**src/rtl/bfloat16_sub_pipe_pkg.sv**
```systemverilog
// Shared bfloat16 field layout, special constants and inter-stage record types
// for the pipelined bfloat16 subtractor.
package bfloat16_sub_pipe_pkg;

   localparam int SIGN_BIT = 15;
   localparam int EXP_HI   = 14;
   localparam int EXP_LO   = 7;
   localparam int MANT_HI  = 6;
   localparam int EXP_W    = 8;
   localparam int MANT_W   = 7;
   localparam int BIAS     = 127;
   localparam int SIG_W    = 11;
   localparam int SUM_W    = SIG_W + 1;
   localparam int LZC_W    = 4;

   localparam logic [EXP_W-1:0] INF_EXP   = EXP_W'(2 * BIAS + 1);
   localparam logic [15:0]      NAN_VALUE = 16'h7FC0;

   // Operands after unpack and alignment; "l" is the larger-exponent operand.
   typedef struct packed {
      logic             nan;
      logic             sign_l;
      logic             sign_s;
      logic [EXP_W-1:0] exp_l;
      logic [SIG_W-1:0] sig_l;
      logic [SIG_W-1:0] sig_s;
   } align_t;

   typedef struct packed {
      logic             nan;
      logic             sign;
      logic [EXP_W-1:0] exp;
      logic [SUM_W-1:0] mag;
   } sum_t;

   // Zero exponent flushes the operand to zero; guard bits sit below the mantissa.
   function automatic logic [SIG_W-1:0] make_sig(input logic [EXP_W-1:0] e,
                                                 input logic [MANT_W-1:0] m);
      return (e == '0) ? '0 : {1'b1, m, 3'b000};
   endfunction

endpackage

```
**src/rtl/bfloat16_sub_pipe_lzc.sv**
```systemverilog
// Combinational 12-bit leading-zero counter used by the normalize stage.
// An all-zero input reports 12.
module bf16_lzc12
   import bfloat16_sub_pipe_pkg::*;
(
   input  logic [SUM_W-1:0] value,
   output logic [LZC_W-1:0] count
);

   always_comb begin
      count = LZC_W'(SUM_W);
      for (int i = 0; i < SUM_W; i++) begin
         if (value[i]) count = LZC_W'(SUM_W - 1 - i);
      end
   end

endmodule

```
**src/rtl/bfloat16_sub_pipe.sv**
```systemverilog
// Three-stage bfloat16 subtractor (a - b) with valid/ready handshakes:
// S1 unpack/align, S2 magnitude add/sub, S3 normalize/pack, truncating.
module bfloat16_sub_pipe
   import bfloat16_sub_pipe_pkg::*;
(
   input  logic        clk,
   input  logic        rst_n,
   input  logic        in_valid,
   output logic        in_ready,
   input  logic [15:0] a,
   input  logic [15:0] b,
   output logic        out_valid,
   input  logic        out_ready,
   output logic [15:0] result
);

   logic v1, v2, v3;
   logic ld1, ld2, ld3;

   align_t s1_next, s1_q;
   sum_t   s2_next, s2_q;

   logic [EXP_W-1:0] exp_a, exp_b, shift;
   logic [SIG_W-1:0] sig_a, sig_b, sig_small;
   logic             sign_a, sign_b, a_big;

   logic [LZC_W-1:0]  lz;
   logic [SUM_W-1:0]  norm;
   logic signed [9:0] exp_n;
   logic [15:0]       result_next;

   // A stage loads when empty or when its occupant moves on this cycle.
   assign ld3       = !v3 || out_ready;
   assign ld2       = !v2 || ld3;
   assign ld1       = !v1 || ld2;
   assign in_ready  = ld1;
   assign out_valid = v3;

   // S1: subtraction becomes addition of b with its sign flipped.
   always_comb begin
      exp_a     = a[EXP_HI:EXP_LO];
      exp_b     = b[EXP_HI:EXP_LO];
      sign_a    = a[SIGN_BIT];
      sign_b    = ~b[SIGN_BIT];
      sig_a     = make_sig(exp_a, a[MANT_HI:0]);
      sig_b     = make_sig(exp_b, b[MANT_HI:0]);
      a_big     = (exp_a >= exp_b);
      shift     = a_big ? (exp_a - exp_b) : (exp_b - exp_a);
      sig_small = a_big ? sig_b : sig_a;

      s1_next.nan    = (exp_a == INF_EXP) || (exp_b == INF_EXP);
      s1_next.sign_l = a_big ? sign_a : sign_b;
      s1_next.sign_s = a_big ? sign_b : sign_a;
      s1_next.exp_l  = a_big ? exp_a : exp_b;
      s1_next.sig_l  = a_big ? sig_a : sig_b;
      s1_next.sig_s  = (shift >= EXP_W'(SIG_W)) ? '0 : (sig_small >> shift);
   end

   // S2: an exact cancellation always yields +0.
   always_comb begin
      s2_next.nan = s1_q.nan;
      s2_next.exp = s1_q.exp_l;
      if (s1_q.sign_l == s1_q.sign_s) begin
         s2_next.mag  = {1'b0, s1_q.sig_l} + {1'b0, s1_q.sig_s};
         s2_next.sign = s1_q.sign_l;
      end else if (s1_q.sig_l > s1_q.sig_s) begin
         s2_next.mag  = {1'b0, s1_q.sig_l - s1_q.sig_s};
         s2_next.sign = s1_q.sign_l;
      end else if (s1_q.sig_s > s1_q.sig_l) begin
         s2_next.mag  = {1'b0, s1_q.sig_s - s1_q.sig_l};
         s2_next.sign = s1_q.sign_s;
      end else begin
         s2_next.mag  = '0;
         s2_next.sign = 1'b0;
      end
   end

   bf16_lzc12 u_lzc (
      .value (s2_q.mag),
      .count (lz)
   );

   // S3: the leading one is moved to bit 11; a carry (lz = 0) is the right-shift-by-one case.
   always_comb begin
      norm  = s2_q.mag << lz;
      exp_n = $signed({2'b00, s2_q.exp}) + 10'sd1 - $signed({6'b000000, lz});
      if (s2_q.nan)
         result_next = NAN_VALUE;
      else if (s2_q.mag == '0)
         result_next = {s2_q.sign, 15'h0000};
      else if (exp_n >= 10'sd255)
         result_next = {s2_q.sign, INF_EXP, 7'h00};
      else if (exp_n <= 10'sd0)
         result_next = {s2_q.sign, 15'h0000};
      else
         result_next = {s2_q.sign, exp_n[EXP_W-1:0], MANT_W'(norm >> (SUM_W - 1 - MANT_W))};
   end

   always_ff @(posedge clk or negedge rst_n) begin
      if (!rst_n) begin
         v1     <= 1'b0;
         v2     <= 1'b0;
         v3     <= 1'b0;
         result <= 16'h0000;
      end else begin
         if (ld1) v1 <= in_valid;
         if (ld2) v2 <= v1;
         if (ld3) begin
            v3 <= v2;
            if (v2) result <= result_next;
         end
      end
   end

   // Datapath registers carry no reset; the valid bits qualify them.
   always_ff @(posedge clk) begin
      if (ld1 && in_valid) s1_q <= s1_next;
      if (ld2 && v1)       s2_q <= s2_next;
   end

endmodule

```
**config.mk**
```make
export PLATFORM = sky130hd
export DESIGN_NAME = bfloat16_sub_pipe
export DESIGN_NICKNAME = d
export VERILOG_FILES = /design/src/rtl/bfloat16_sub_pipe_pkg.sv /design/src/rtl/bfloat16_sub_pipe_lzc.sv /design/src/rtl/bfloat16_sub_pipe.sv
export SDC_FILE = /design/constraint.sdc
export NUM_CORES = 1
export LEC_CHECK = 0
export CORE_MARGIN = 3
export CORE_UTILIZATION = 58
export DETAILED_ROUTE_END_ITERATION = 7
export GPL_ROUTABILITY_DRIVEN = 0
export PLACE_DENSITY = 0.91
export SYNTH_ARGS = -nofsm -noshare
export SYNTH_HDL_FRONTEND = slang
export SYNTH_SLANG_ARGS = --single-unit
```
**constraint.sdc**
```tcl
create_clock -name clk -period 5.95 [get_ports clk]
set_clock_uncertainty 0.2 [all_clocks]
set_input_delay 1.19 -clock clk [delete_from_list [all_inputs] [get_ports clk]]
set_output_delay 1.19 -clock clk [all_outputs]
set_load 0.005 [all_outputs]
```
==> impl_metrics.py <==
metrics = {
    "run_status": {
        "status": "complete, no violations",
    },
    "cts": {
        "cts_root_buffer": "clkbuf_8",
        "postCtsSetupBuffers": 0,
        "clk_latency_ps": 350,
        "postCtsResizedCells": 0,
        "tritoncts": "done",
        "cts_sinks": 71,
        "cts-buffers-inserted": 9,
        "clockBufferDepth": 2,
        "hold_buffers": 0,
        "clk_pin_slew_ps": 80,
        "htree_levels": 3,
    },
    "floorplanning": {
        "row_count": 36,
        "die_y_um": 108,
        "start_util_pct": 60.6,
        "die_w_um": 108,
        "coreArea_mm2": 0.00995,
        "dieArea_mm2": 0.0117,
        "io_pins": 54,
    },
    "cells_and_area": {
        "final_nets": 832,
        "layout_common_cells": "inv_1 (67), o21ai_0 (63), nand2_1 (57)",
        "final_common_cell": "inv_1",
        "drive_gt1_share_pct": 4.71,
        "area_growth_pct": 13.0,
        "diodes": 0,
        "fillers": 756,
    },
    "placed_design": {
        "portBuffers": 53,
        "post-place-ws_ps": 571,
        "hpwlAfterDp_mm": 11.3,
    },
    "worst_setup_path": {
        "worst_setup_path_start_kind": "register",
        "reg2reg_to": "result[2]",
        "path_max_fanout": 11,
        "worstPathRequired_ps": 6040,
        "rr_worst_depth": 13,
        "rr_startpoint": "s2_q[11]",
        "crit_path_end_kind": "register",
        "path_class": "register to register",
        "regToRegSetupSlack_ps": 680,
        "crit_arrival_ps": 5360,
    },
    "power": {
        "power.total_mw": 1.84,
        "p_per_area_mw_per_mm2": 270,
        "power.leakage_nw": 2.88,
        "peakVddDrop_uv": 122,
    },
    "sta": {
        "fin_crit_sh_pct": 88.5,
        "fin_ws_ps": 682,
        "relSlewSlack_pct": 17.7,
        "rsz0062_at_grt": "no",
        "final_hold_viol_count": 0,
        "fin_crit_ps": 5270,
        "setup_viol": 0,
        "worstMarginPinSlew_ps": 1220,
        "slew_violations": 0,
        "fin_tns_setup_ps": 0,
        "max_freq_ghz": 0.190,
    },
    "global_route": {
        "grt_max_degree": 33,
        "antenna_found_initial": 0,
        "grt_remaining_overflow": 0,
        "grt_usage_pct": 25.0,
        "grt_pass1_wl_mm": 23.8,
        "grt_pass1_vias": 5198,
    },
    "routing": {
        "first_iter_violations": 445,
        "drc": 0,
        "viasPerCell": 6.26,
        "firstDrtPassIters": 6,
        "wl_per_cell_um": 16.4,
        "wirelength_mm": 14.4,
        "vias": 5483,
        "ant_nets": 0,
    },
    "yosys": {
        "synth_cell_types": 61,
        "synth_ff_type": "edfxtp_1",
        "synth_cells": 702,
        "synth_edf_count": 52,
        "syn-num-nets": 796,
        "syn_area_per_cell_um2": 8.59,
        "syn-cell-area_mm2": 0.00603,
        "async_flop_share_pct": 26.8,
        "ys_ff_latch": 71,
        "ys_warn_count": 0,
        "synth-seq-area-share_pct": 33.8,
    },
    "job": {
        "cap_violations": 0,
    },
    "worst_hold_path": {
        "worstHoldStart": "s1_q[29]",
        "min_to": "s2_q[19]",
        "whs_path_depth": 0,
        "hold_path_class": "register to register",
    },
}
[kinds of logic (layout without fill, tap and decap cells)]
group / Yosys count / in the layout / synth area share [%]
AO/OA/AOI/OAI: 208 / 208 / 22.0
XOR/XNOR: 17 / 17 / 2.47
adder cells (fa/ha/maj): 58 / 58 / 12.7
buffers and inverters: 101 / 142 / 6.83
flip-flops: 71 / 71 / 33.8
multiplexers: 30 / 30 / 5.21
AND/OR/NAND/NOR: 217 / 217 / 17.0
[final cells by class]
type	count	area (µm²)	share of cell area (%)
clock buffers	9	124	1.82
clock inverters	7	80.1	1.18
inverters	68	255	3.75
flip-flops and latches	71	2040	29.9
multi-input cells	530	3580	52.6
well taps	133	166	2.44
repair buffers	58	568	8.34
[state kept, by name, indices dropped and copies added, names as in the netlist]
register / count
out_valid: 1
result: 16
s1_q: 30
s2_q: 22
v1: 1
v2: 1
[how the worst max path moves through the flow]
stage	start	endpoint	slack, ps	cells after the start
finish	s2_q[11]	result[2]	680	13
global route	s2_q[11]	result[13]	410	13
CTS	s2_q[11]	result[2]	910	13
detailed placement	a[7]	s1_q[1]	570	12
global placement	a[7]	s1_q[1]	800	12
floorplan	s2_q[5]	result[11]	1770	19
[layer usage]
layer | track usage, % | vias to the layer above | part of all wire (%)
li1 | - | 2607 | -
met1 | 29.3 | 2532 | 40
met2 | 45.0 | 284 | 50
met3 | 3.88 | 60 | 6.5
met4 | 11.4 | 0 | 3.9
met5 | 0 | - | 0
[synth_stat cells, types with 5 or more instances]
master    instances  area share [%]
nor3_1           17             1.4
edfxtp_1         52              26
and2_1            8            0.83
ha_1             53              11
mux2_2           11             2.1
dfrtp_1          19             7.9
o211ai_1          6            0.75
a21oi_1          44             3.7
a22o_1            7             1.0
a31oi_1          10             1.0
nand4_1           8            0.83
nand2_1          57             3.5
nor4_1            8            0.83
nor2b_1           9            0.93
o21ai_0          63             5.2
a21o_1           15             1.9
mux2i_1          19             3.2
nand2b_1         12             1.2
o21bai_1          5            0.62
o22ai_1           6            0.62
nor2_1           55             3.4
and3_1            5            0.52
fa_1              5             1.7
xor2_1            7             1.0
clkbuf_1         23             1.4
xnor2_1          10             1.5
nand3_1          29             2.4
inv_1            67             4.2
a221oi_1          6            0.87
[metrics by stage]
step	hold slack, ps	cells	util (%)	area (µm²)
2_1_floorplan	200	702	-	6030
6_report	226	876	68.4	6810
3_3_place_gp	203	860	66.4	6610
5_1_grt	238	876	68.4	6810
3_5_place_dp	207	860	66.4	6610
4_1_cts	226	876	68.4	6810
[critical path, stage by stage (launching register included)]
cell	delay (ps)
edfxtp_1	510
nor4_1	650
o21ai_0	640
ha_1	510
ha_1	290
a21o_1	180
a21oi_1	330
o21ai_0	190
o41ai_1	470
xnor2_1	280
a31oi_1	380
and3_1	240
and2_1	190
a22o_1	150
[power by group]
group / switching (mW) / total [mW] / internal, mW
clock: 0.195 / 0.393 / 0.198
sequential: 0.0555 / 0.677 / 0.621
combinational: 0.440 / 0.773 / 0.333
total: 0.690 / 1.84 / 1.15
No activity file was read; power rests on OpenSTA's default activity.
